--- config.mk ---
export PLATFORM = sky130hd
export DESIGN_NAME = jt1942_main_romrq
export DESIGN_NICKNAME = d
export VERILOG_FILES = /design/src/rtl/jt1942_romrq_pkg.sv /design/src/rtl/jt1942_romrq_entry.sv /design/src/rtl/jt1942_main_romrq.sv
export SDC_FILE = /design/constraint.sdc
export NUM_CORES = 1
export LEC_CHECK = 0
export ABC_CLOCK_PERIOD_IN_PS = 1500
export CAP_MARGIN = 15
export CORE_ASPECT_RATIO = 1.5
export CORE_MARGIN = 3
export CORE_UTILIZATION = 44
export DETAILED_ROUTE_END_ITERATION = 6
export PLACE_DENSITY_LB_ADDON = 0.05
export SETUP_SLACK_MARGIN = 0.2
export SYNTH_ARGS = -nofsm -noshare
export SYNTH_HDL_FRONTEND = slang
export SYNTH_SLANG_ARGS = --single-unit
--- constraint.sdc ---
create_clock -name clk -period 1.5 [get_ports clk]
set_input_delay 0.225 -clock clk [delete_from_list [all_inputs] [get_ports clk]]
set_output_delay 0.225 -clock clk [all_outputs]
set_load 0.01 [all_outputs]
--- src/rtl/jt1942_romrq_pkg.sv ---
// Shared types and constants for the main-CPU ROM request block.
package jt1942_romrq_pkg;

  localparam int ROMRQ_AW = 17;
  localparam int SDW      = 16;

  typedef enum logic [1:0] {
    IDLE = 2'd0,
    REQ  = 2'd1,
    WAIT = 2'd2
  } romrq_state_e;

endpackage

--- src/rtl/jt1942_romrq_entry.sv ---
// One buffered SDRAM word: valid/tag/word storage plus the tag compare.
module jt1942_romrq_entry #(
  parameter int AW  = jt1942_romrq_pkg::ROMRQ_AW,
  parameter int SDW = jt1942_romrq_pkg::SDW
) (
  input  logic          clk,
  input  logic          rst,
  input  logic          clr,
  input  logic          we,
  input  logic [AW-2:0] wtag,
  input  logic [SDW-1:0] wdata,
  input  logic [AW-2:0] ltag,
  output logic          hit,
  output logic [SDW-1:0] word
);

  logic          valid;
  logic [AW-2:0] tag;

  // clr wins over we so a download can never leave a stale entry valid
  always_ff @(posedge clk) begin
    if (rst) begin
      valid <= 1'b0;
      tag   <= '0;
      word  <= '0;
    end else if (clr) begin
      valid <= 1'b0;
    end else if (we) begin
      valid <= 1'b1;
      tag   <= wtag;
      word  <= wdata;
    end
  end

  assign hit = valid && (tag == ltag);

endmodule

--- src/rtl/jt1942_main_romrq.sv ---
// Main-CPU ROM request: word buffer in front of the SDRAM controller.
// Define JT1942_ROMRQ_CACHE2_EN for a two-entry buffer with 1-bit LRU.
module jt1942_main_romrq #(
  parameter int AW  = jt1942_romrq_pkg::ROMRQ_AW,
  parameter int SDW = jt1942_romrq_pkg::SDW
) (
  input  logic          clk,
  input  logic          rst,
  input  logic          cen,
  input  logic [AW-1:0] addr,
  input  logic          addr_ok,
  input  logic          downloading,
  output logic [7:0]    dout,
  output logic          data_ok,
  output logic [AW-2:0] sdram_addr,
  output logic          sdram_req,
  input  logic          sdram_ack,
  input  logic          data_rdy,
  input  logic [SDW-1:0] sdram_din
);

  import jt1942_romrq_pkg::*;

`ifdef JT1942_ROMRQ_CACHE2_EN
  localparam int NE = 2;
`else
  localparam int NE = 1;
`endif

  romrq_state_e          state, state_nx;
  logic                  req_nx;
  logic [AW-2:0]         addr_nx;
  logic                  fill_en;
  logic                  hit_any;
  logic [NE-1:0]         hit;
  logic [NE-1:0]         we;
  logic [NE-1:0][SDW-1:0] word;
  logic [SDW-1:0]        sel_word;

  genvar g;
  generate
    for (g = 0; g < NE; g++) begin : g_entry
      jt1942_romrq_entry #(.AW(AW), .SDW(SDW)) u_entry (
        .clk   (clk),
        .rst   (rst),
        .clr   (downloading),
        .we    (we[g]),
        .wtag  (sdram_addr),
        .wdata (sdram_din),
        .ltag  (addr[AW-1:1]),
        .hit   (hit[g]),
        .word  (word[g])
      );
    end
  endgenerate

  assign hit_any = |hit;
  assign data_ok = addr_ok && hit_any;

  always_comb begin
    sel_word = word[0];
    for (int i = 0; i < NE; i++)
      if (hit[i]) sel_word = word[i];
  end

  assign dout = addr[0] ? sel_word[15:8] : sel_word[7:0];

  // ack and data_rdy in the same cycle take the fill path straight from REQ
  assign fill_en = !downloading && data_rdy &&
                   ((state == WAIT) || (state == REQ && sdram_ack));

`ifdef JT1942_ROMRQ_CACHE2_EN
  // lru names the entry to replace next
  logic lru;

  always_ff @(posedge clk) begin
    if (rst)          lru <= 1'b0;
    else if (fill_en) lru <= ~lru;
    else if (data_ok) lru <= hit[0];
  end

  assign we = {fill_en & lru, fill_en & ~lru};
`else
  assign we = fill_en;
`endif

  always_ff @(posedge clk) begin
    if (rst) begin
      state      <= IDLE;
      sdram_req  <= 1'b0;
      sdram_addr <= '0;
    end else begin
      state      <= state_nx;
      sdram_req  <= req_nx;
      sdram_addr <= addr_nx;
    end
  end

  always_comb begin
    state_nx = state;
    req_nx   = sdram_req;
    addr_nx  = sdram_addr;
    case (state)
      IDLE: if (cen && addr_ok && !hit_any && !downloading) begin
        addr_nx  = addr[AW-1:1];
        req_nx   = 1'b1;
        state_nx = REQ;
      end
      REQ: if (sdram_ack) begin
        req_nx   = 1'b0;
        state_nx = data_rdy ? IDLE : WAIT;
      end
      WAIT: if (data_rdy) state_nx = IDLE;
      default: state_nx = IDLE;
    endcase
  end

endmodule

==> reports/metrics.cfg <==
[timing]
finalWorstSetupSlack_ns=-0.6329
worst_pin_slew_ns=0.4302
finalMaxSlewViolations=0
min_period_ns=2.133
period_share=1.422
finClkSkew_ns=0.007230
setup_viol=27
slew_headroom=0.7126
rsz0062_at_grt=true
fin_tns_setup_ns=-6.475
finalHoldViolCount=0
hold_slack_ns=0.2888
max_freq_mhz=468.8

[synth]
netlist_area_mm2=0.002602
synth_nets=349
avgSynthCellArea_um2=8.422
synth_seq_cells=52
synth_top_family_by_area=simple AND/OR/NAND/NOR gates
synth_cells=309
synthSimpleGateAreaFrac=0.3178
async_reset_ff_frac=0
synthDistinctLibCells=32
synth_xor_area_frac=0.05385
synth_edf_count=0
yosys.area_share.adder=0
synth-compound-area-share=0.1293
ys.flop_type=dfxtp_1
synth_seq_area_share=0.4000
synthMuxAreaShare=0.03462
ys_warn_count=0

[clocking]
cts_max_path_buffers=2
cts_tree=yes
htreeDepth=2
cts_sinks=52
cts_root_buffer=clkbuf_8
postCtsHoldBufs=0
cts_made_buffers=5
path_clk_slew_ns=0.10
clk_latency_ns=0.31

[pwr]
total_power_w=0.002853
p_leak_nw=1.801
power-per-cell-area_mw_per_mm2=661.2
vdd_ir_drop_max_uv=519.3

[placement]
place_inst=443
hpwl_mm=4.812
dpl-instance-area_mm2=0.003462
io_buffers=65
routabilityCongestion=0.8526

[final_layout]
fin_cells=468
n_fill_cell=398
final_common_cell=nand2_2
layout_common_cells=nand2_2 (45), dfxtp_1 (40), clkdlybuf4s50_1 (31), a21oi_2 (29), buf_4 (20)
num_antenna_cells=0
fin_nets=437
areaGrowthSynthToFinish_pct=65.77
multi_input_area_mm2=0.001903
drive_gt1_frac=0.5276
final_area_mm2=0.004314
seqCellArea_mm2=0.001056

[routing]
wl_mm=8.594
dr.pass1.iters=4
wl_per_cell_um=18.36
drcViolationCount=0
antenna_left=0
dr_total_vias=2665
first_iter_violations=79
vias_per_cell=5.694

[grt]
grt_pass1_vias=2538
antenna_found_initial=0
grt_max_degree=34
track_usage=0.2330
gr-total-overflow=0
grt_pass1_wl_mm=12.33

[run_status]
violations=setup timing
status=complete, but fails checks

[worst_setup_path]
crit_path_start_kind=flip-flop
cp.required_ns=1.27
max_stage_delay_ns=0.34
cp.arrival_ns=1.91
cp-end-kind=output pin
worstSetupPathType=flip-flop to output pin
cp_top_family=simple AND/OR/NAND/NOR gates
worst-path-max-fanout=2
crit_buf_inv=2
slowest_stage=dfxtp_2
path_cells=xor2_2, nor4_4, buf_4, nand2_4, nor4bb_4, and2_1, buf_2

[die]
core-area_mm2=0.005615
die_w_um=68.80
rows=33
initial_core_util=0.4635
ios=66
die_h_um=100.2
dieArea_mm2=0.006893

[run]
drv_cap=0

[min_path]
hp-class=input port to flip-flop

==> layout make-up <==
cell class / count / share of cell area
tap: 70 / 0.02030
multi-input combinational: 228 / 0.4411
clock inverter: 3 / 0.009861
inverter: 1 / 0.0008701
clock buffer: 5 / 0.01595
sequential: 52 / 0.2448
timing repair buffer: 109 / 0.2671
==> logic make-up after synthesis <==
family | count (synthesis)
DFF | 52
and+or+nand+nor | 150
AOI/OAI and AO/OA | 54
xor gates and xnor gates | 16
buffers and inverters | 29
muxes | 8
==> final timing paths <==
path	to	start	depth (start not counted)	slack, ns
worst max-delay path	data_ok	g_entry[0].u_entry.tag[12]	7	-0.63
worst min-delay path	g_entry[0].u_entry.tag[14]	rst	2	0.29
worst max register to register	sdram_addr[3]	g_entry[0].u_entry.tag[12]	8	-0.35
worst min register to register	g_entry[0].u_entry.word[14]	g_entry[0].u_entry.word[14]	2	0.46
==> synthesized netlist by cell type (2+ instances only) <==
| library cell | n | area share |
|---|---|---|
| nor4_1 | 2 | 0.0048 |
| nand3b_1 | 2 | 0.0058 |
| nor3_1 | 2 | 0.0038 |
| and2_1 | 2 | 0.0048 |
| nand3_1 | 16 | 0.031 |
| buf_6 | 3 | 0.013 |
| a21oi_1 | 35 | 0.067 |
| buf_2 | 8 | 0.015 |
| nor3b_1 | 6 | 0.017 |
| dfxtp_1 | 52 | 0.40 |
| xor2_1 | 11 | 0.037 |
| a32oi_1 | 16 | 0.054 |
| clkbuf_1 | 13 | 0.019 |
| mux2_2 | 8 | 0.035 |
| xnor2_1 | 5 | 0.017 |
| nand2b_1 | 18 | 0.043 |
| nor3b_2 | 10 | 0.048 |
| nand4_1 | 17 | 0.041 |
| buf_8 | 2 | 0.012 |
| nand2_1 | 69 | 0.10 |
==> flip-flops by register name (all words and copies together), names as in the netlist <==
name                   flops
g_entry.u_entry.tag       16
g_entry.u_entry.word      16
sdram_addr                16
state                      2
g_entry.u_entry.valid      1
sdram_req                  1
==> report_power, final <==
part	total, W	switching, W	internal [W]
logic	0.000430	0.000199	0.000231
registers	0.00145	0.0000391	0.00141
clock network	0.000969	0.000475	0.000494
==> routing by layer <==
layer | track usage | vias up | part of all wire
met1 | 0.2707 | 1297 | 0.38
met5 | 0 | - | 0
met4 | 0.07958 | 0 | 0.028
li1 | - | 1261 | -
met2 | 0.4157 | 89 | 0.54
met3 | 0.04031 | 18 | 0.054
==> per-stage QoR <==
stage | setup WS (ns) | util
2_1_floorplan | -0.05526 | -
3_3_place_gp | -1.249 | 0.6165
3_5_place_dp | -1.271 | 0.6165
4_1_cts | -0.7006 | 0.7110
5_1_grt | -0.7601 | 0.7683
6_report | -0.6329 | 0.7683
==> repair_timing <==
action | 4_1_cts | 5_1_grt
endpoints found under the hold margin | 0 | 0
setup buffers | 6 | 3
gates resized for setup | 175 | 49
endpoints found under the setup margin | 76 | 53
gates cloned | 5 | 3
pin swaps | 55 | 13
Power figures use the tool's default switching activity.
